`src/rtl/hwpe_stream_split_sched_pkg.sv`:
```
// rtl/hwpe_stream_split_sched_pkg.sv - shared types and capture-mask helper for the split scheduler
package hwpe_stream_split_sched_pkg;

  typedef enum logic {
    IDLE = 1'b0,
    DIST = 1'b1
  } split_sched_state_e;

  localparam int unsigned STRB_SLICE_MAX = 64;

  // A slice is presented unless empty-skipping is on and none of its bytes are strobed.
  function automatic logic capture_bit(input logic skip_empty,
                                       input logic [STRB_SLICE_MAX-1:0] strb_slice);
    return !skip_empty || (|strb_slice);
  endfunction

endpackage

```
`src/rtl/hwpe_stream_split_slot.sv`:
```
// rtl/hwpe_stream_split_slot.sv - one output slice: holding register, pending flag, handshake detect
module hwpe_stream_split_slot
  import hwpe_stream_split_sched_pkg::*;
#(
  parameter int unsigned DATA_WIDTH = 32,
  parameter int unsigned STRB_WIDTH = 4,
  parameter int unsigned SKIP_EMPTY = 1
) (
  input  logic                  clk_i,
  input  logic                  rst_i,
  input  logic                  clear_i,
  input  logic                  capture_i,
  input  logic [DATA_WIDTH-1:0] data_i,
  input  logic [STRB_WIDTH-1:0] strb_i,
  input  logic                  pop_ready_i,
  output logic                  pop_valid_o,
  output logic [DATA_WIDTH-1:0] pop_data_o,
  output logic [STRB_WIDTH-1:0] pop_strb_o,
  output logic                  pending_o,
  output logic                  done_now_o,
  output logic                  capture_mask_o
);

  logic                      pending_q, pending_d;
  logic [DATA_WIDTH-1:0]     data_q, data_d;
  logic [STRB_WIDTH-1:0]     strb_q, strb_d;
  logic [STRB_SLICE_MAX-1:0] strb_ext;

  always_comb begin
    strb_ext = '0;
    strb_ext[STRB_WIDTH-1:0] = strb_i;
  end

  assign capture_mask_o = capture_bit(SKIP_EMPTY != 0, strb_ext);
  assign done_now_o     = pending_q & pop_ready_i;

  // A capture only happens once this slot is free or finishing this cycle, so it may overwrite.
  always_comb begin
    pending_d = pending_q;
    data_d    = data_q;
    strb_d    = strb_q;
    if (clear_i) begin
      pending_d = 1'b0;
      data_d    = '0;
      strb_d    = '0;
    end else if (capture_i) begin
      pending_d = capture_mask_o;
      data_d    = data_i;
      strb_d    = strb_i;
    end else if (done_now_o) begin
      pending_d = 1'b0;
    end
  end

  always_ff @(posedge clk_i or posedge rst_i) begin
    if (rst_i) begin
      pending_q <= 1'b0;
      data_q    <= '0;
      strb_q    <= '0;
    end else begin
      pending_q <= pending_d;
      data_q    <= data_d;
      strb_q    <= strb_d;
    end
  end

  assign pop_valid_o = pending_q;
  assign pop_data_o  = data_q;
  assign pop_strb_o  = strb_q;
  assign pending_o   = pending_q;

endmodule

```
`src/rtl/hwpe_stream_split_sched.sv`:
```
// rtl/hwpe_stream_split_sched.sv - wide-to-narrow split with independent per-slice delivery
module hwpe_stream_split_sched
  import hwpe_stream_split_sched_pkg::*;
#(
  parameter int unsigned DATA_WIDTH_IN  = 128,
  parameter int unsigned NB_OUT_STREAMS = 4,
  parameter int unsigned SKIP_EMPTY     = 1,
  parameter int unsigned CNT_WIDTH      = 16,
  localparam int unsigned DATA_WIDTH_OUT = DATA_WIDTH_IN / NB_OUT_STREAMS,
  localparam int unsigned STRB_WIDTH_IN  = DATA_WIDTH_IN / 8,
  localparam int unsigned STRB_WIDTH_OUT = DATA_WIDTH_OUT / 8
) (
  input  logic                                     clk_i,
  input  logic                                     rst_i,
  input  logic                                     clear_i,
  input  logic                                     push_valid_i,
  output logic                                     push_ready_o,
  input  logic [DATA_WIDTH_IN-1:0]                 push_data_i,
  input  logic [STRB_WIDTH_IN-1:0]                 push_strb_i,
  output logic [NB_OUT_STREAMS-1:0]                pop_valid_o,
  input  logic [NB_OUT_STREAMS-1:0]                pop_ready_i,
  output logic [NB_OUT_STREAMS*DATA_WIDTH_OUT-1:0] pop_data_o,
  output logic [NB_OUT_STREAMS*STRB_WIDTH_OUT-1:0] pop_strb_o,
  output logic [NB_OUT_STREAMS-1:0]                pending_o,
  output logic                                     busy_o,
  output logic [CNT_WIDTH-1:0]                     beat_count_o
);

  split_sched_state_e        state_q, state_d;
  logic [CNT_WIDTH-1:0]      beat_count_q, beat_count_d;
  logic [NB_OUT_STREAMS-1:0] pending, done_now, capture_mask;
  logic                      capture, slices_clear, last_delivery, empty_capture;
  logic [1:0]                beat_inc;

  for (genvar i = 0; i < NB_OUT_STREAMS; i++) begin : gen_slot
    hwpe_stream_split_slot #(
      .DATA_WIDTH (DATA_WIDTH_OUT),
      .STRB_WIDTH (STRB_WIDTH_OUT),
      .SKIP_EMPTY (SKIP_EMPTY)
    ) i_slot (
      .clk_i          (clk_i),
      .rst_i          (rst_i),
      .clear_i        (clear_i),
      .capture_i      (capture),
      .data_i         (push_data_i[i*DATA_WIDTH_OUT +: DATA_WIDTH_OUT]),
      .strb_i         (push_strb_i[i*STRB_WIDTH_OUT +: STRB_WIDTH_OUT]),
      .pop_ready_i    (pop_ready_i[i]),
      .pop_valid_o    (pop_valid_o[i]),
      .pop_data_o     (pop_data_o[i*DATA_WIDTH_OUT +: DATA_WIDTH_OUT]),
      .pop_strb_o     (pop_strb_o[i*STRB_WIDTH_OUT +: STRB_WIDTH_OUT]),
      .pending_o      (pending[i]),
      .done_now_o     (done_now[i]),
      .capture_mask_o (capture_mask[i])
    );
  end

  // Every still-pending slice handshakes this cycle, so the holding register frees up now.
  assign slices_clear  = (pending & ~pop_ready_i) == '0;
  assign push_ready_o  = !clear_i && ((state_q == IDLE) || slices_clear);
  assign capture       = push_valid_i && push_ready_o;
  assign last_delivery = (state_q == DIST) && slices_clear && !clear_i;
  assign empty_capture = capture && (capture_mask == '0);
  assign beat_inc      = {1'b0, last_delivery} + {1'b0, empty_capture};

  always_comb begin
    state_d      = state_q;
    beat_count_d = beat_count_q + CNT_WIDTH'(beat_inc);
    if (clear_i) begin
      state_d      = IDLE;
      beat_count_d = '0;
    end else if (capture) begin
      state_d = empty_capture ? IDLE : DIST;
    end else if (last_delivery) begin
      state_d = IDLE;
    end
  end

  always_ff @(posedge clk_i or posedge rst_i) begin
    if (rst_i) begin
      state_q      <= IDLE;
      beat_count_q <= '0;
    end else begin
      state_q      <= state_d;
      beat_count_q <= beat_count_d;
    end
  end

  assign pending_o    = pending;
  assign busy_o       = (state_q == DIST);
  assign beat_count_o = beat_count_q;

endmodule

```
`config.mk`:
```
export PLATFORM = sky130hd
export DESIGN_NAME = hwpe_stream_split_sched
export DESIGN_NICKNAME = d
export VERILOG_FILES = /design/src/rtl/hwpe_stream_split_sched_pkg.sv /design/src/rtl/hwpe_stream_split_slot.sv /design/src/rtl/hwpe_stream_split_sched.sv
export SDC_FILE = /design/constraint.sdc
export NUM_CORES = 1
export LEC_CHECK = 0
export CAP_MARGIN = 25
export CORE_ASPECT_RATIO = 0.75
export CORE_MARGIN = 5
export CORE_UTILIZATION = 42
export CTS_BUF_LIST = sky130_fd_sc_hd__clkbuf_8
export DETAILED_ROUTE_END_ITERATION = 16
export PLACE_DENSITY = 0.92
export SLEW_MARGIN = 20
export SYNTH_ARGS = -nofsm -noshare
export SYNTH_HDL_FRONTEND = slang
export SYNTH_SLANG_ARGS = --single-unit
export TNS_END_PERCENT = 30
```
`constraint.sdc`:
```
create_clock -name clk_i -period 5.8 [get_ports clk_i]
set_input_delay 0.87 -clock clk_i [delete_from_list [all_inputs] [get_ports clk_i]]
set_output_delay 0.87 -clock clk_i [all_outputs]
set_load 0.01 [all_outputs]
```
==> metrics <==
status=completed; synth top area cells=dfrtp_1 61%, a22o_1 8.5%, nand3_1 6.1%; Post-Syn Instances=622; Worst Hold Margin=0.509 ns; Synth Register Bits=165; fillcell total=1225; cts repair resizes=0; Die Y-Extent=120 µm; global-route met1 utilization=0.289; commonest cells in the netlist=165 x dfrtp_1, 83 x nand3_1, 81 x a21oi_1, 80 x o21ai_0, 66 x a22o_1; Post-synth EDFFs=0; total of max-cap violations=0; Setup Skew=0.0187 ns; Cell variety after synth=38; most used routing layer=met2; Net Switching=0.721 mW; hpwl dp=15.9 mm; Worst path slowest cell=buf_4; pin count of the biggest net entering global routing=92; vias in the first global route=6412; leading area contributor after synthesis=dfrtp_1; GR Util met2=0.385; post-route clock period utilization=0.649; Async S/R FF share, synth=1.00; Startpoint Class=input pin; setup repair after global routing missed its margin=false; final wirelength=22.8 mm; nets=1058; gr usage total=0.232; drt drc=0; Port-buffer cells=321; Seq/Total Area, Yosys=0.606; CTS tree=done; die width=157 µm; number of core rows=40; Cell Area, Synth=0.00681 mm²; max-slew violations=0; GRT overflow=0; fin cells=1127; CTS Hold Bufs=0; register-to-register setup slack=2.89 ns; Mapped Nets=776; DR WL/cell=20.2 µm; core region area=0.0160 mm²; met3 Use GR=0.0648; crit end category=primary output; Most common cell on crit path=clkdlybuf4s50_1; worst skew pair latency=0.44 ns; number of detailed-route iterations in the first pass=5; WS Path Type=input pin to primary output; 1st-iter DRT viols=421; dpl cells=1095; dpl ws=1.85 ns; Internal Power=1.93 mW; switching part of the total=0.272; DRT antenna net count=0; TNS Setup=0 ns; CTS Buffer Depth=2; Critical Path RT=4.93 ns; Power Density=253 mW/mm²; max incr delay on CP=0.62 ns; Max VDD drop=0.189 mV; Starting Density=0.427; worst setup margin=2.03 ns; Leak=4.35 nW; initial antenna violation count=0; endpoints failing setup=0; fmax=0.266 GHz; die area=0.0189 mm²; hold crit path type=flip-flop to flip-flop; Least-Margin Pin Slew=0.879 ns; YS warnings=0; top-area cell type share of the netlist area=0.606; min Tclk post-route=3.77 ns; n_diodes=0; Synth Flop Type=dfrtp_1; count leader, synth=dfrtp_1; Worst-path clk slew=0.08 ns; total power=2.65 mW; root buf cell=clkbuf_8; H-tree Lvls=4; slew margin rel.=0.414; Fin. Hold Viols=0; P&R area growth vs syn=53.7%; Clock power frac=0.344; layout cells sized above 1=0.0600; top-level I/O count=322; CTS buffer count=17; Worst EP arrival=2.90 ns; via count=6302; Num Clock Sinks=165; Mapped Avg Cell Area=10.9 µm²; sequential share of power=0.473; crit-path cells=clkdlybuf4s50_1 -> nand2b_4 -> a41oi_4 -> buf_4 -> nor2_1 -> clkdlybuf4s50_1; crit-path max FO=81; Placer Congestion=0.858; vias per cell=5.59; first-pass GRT wire length=34.5 mm; logic gate share of total power=0.183; # Post-CTS Setup Buffers=0
## critical path: cells and delay by family
kind / cells / cell delay, ns
buf+inv: 3 / 1.53
compound gates: 1 / 0.21
simple gates: 2 / 0.24
## logic make-up after synthesis
kind of cell / count (synthesis) / synth area share
AOI/OAI and AO/OA: 237 / 0.218
buffers and inverters: 74 / 0.0536
and+or+nand+nor: 133 / 0.103
adders and majority gates: 2 / 0.00478
DFF: 165 / 0.606
muxes: 1 / 0.00165
xor gates and xnor gates: 10 / 0.0129
## final cells by class
| class | count | area [µm²] | share of cell area |
|---|---|---|---|
| flip-flops and latches | 165 | 4130 | 0.394 |
| repair buffers | 330 | 3290 | 0.314 |
| multi-input cells | 383 | 2320 | 0.222 |
| well taps | 210 | 263 | 0.0251 |
| clock buffers | 18 | 248 | 0.0237 |
| clock inverters | 14 | 188 | 0.0179 |
| inverters | 7 | 31.3 | 0.00299 |
## power by group through the flow
stage                     sequential [mW]  clock (mW)  combinational [mW]
final                                1.25       0.913               0.484
after detailed placement             1.28           0               0.485
after global placement               1.27           0               0.477
after floorplan                      1.30           0               0.169
after CTS                            1.25       0.929               0.488
after global routing                 1.26       0.978               0.516
## per-stage QoR
step	cell area [µm²]	util
after floorplan	6810	-
after global placement	10000	0.628
after detailed placement	10000	0.628
after CTS	10500	0.656
after global routing	10500	0.656
final	10500	0.656
## layout by cell type (no fill, tap or decap), types with 4 or more instances in the layout
cell               n
clkdlybuf4s50_1  319
dfrtp_1          165
nand3_1           83
a21oi_1           81
o21ai_0           80
a22o_1            66
clkbuf_8          18
nor2_1            17
buf_4              9
xnor2_1            8
nor4_1             6
inv_6              6
inv_1              5
nand2_1            5
or3_1              4
nor3_1             4
o22ai_1            4
## metal layers
layer  routed length (µm)  share of wire
met5                    0              0
met4                  728          0.032
met3                 1660          0.073
met2                11200           0.49
met1                 9200           0.40
## final timing paths
check                      cells past startpoint                                          start                                             to
max in group asynchronous                      3                                          rst_i   gen_slot[0].i_slot.pop_data_o[4]$_DFFE_PP0P_
hold reg to reg                                1  gen_slot[2].i_slot.pop_data_o[21]$_DFFE_PP0P_  gen_slot[2].i_slot.pop_data_o[21]$_DFFE_PP0P_
hold / removal                                 1  gen_slot[2].i_slot.pop_data_o[21]$_DFFE_PP0P_  gen_slot[2].i_slot.pop_data_o[21]$_DFFE_PP0P_
setup / recovery                               6                                 pop_ready_i[0]                                   push_ready_o
min in group asynchronous                      2                                          rst_i  gen_slot[2].i_slot.pop_data_o[13]$_DFFE_PP0P_
setup reg to reg                              12       gen_slot[1].i_slot.pending_o$_DFFE_PP0P_                     beat_count_o[12]$_DFF_PP0_
## registers in the layout (all words and copies together), names as in the netlist
register                    cells
beat_count_o                   16
gen_slot.i_slot.pop_strb_o     16
busy_o                          1
gen_slot.i_slot.pop_data_o    128
gen_slot.i_slot.pending_o       4
Note: power is estimated with default switching activity, not from simulation.
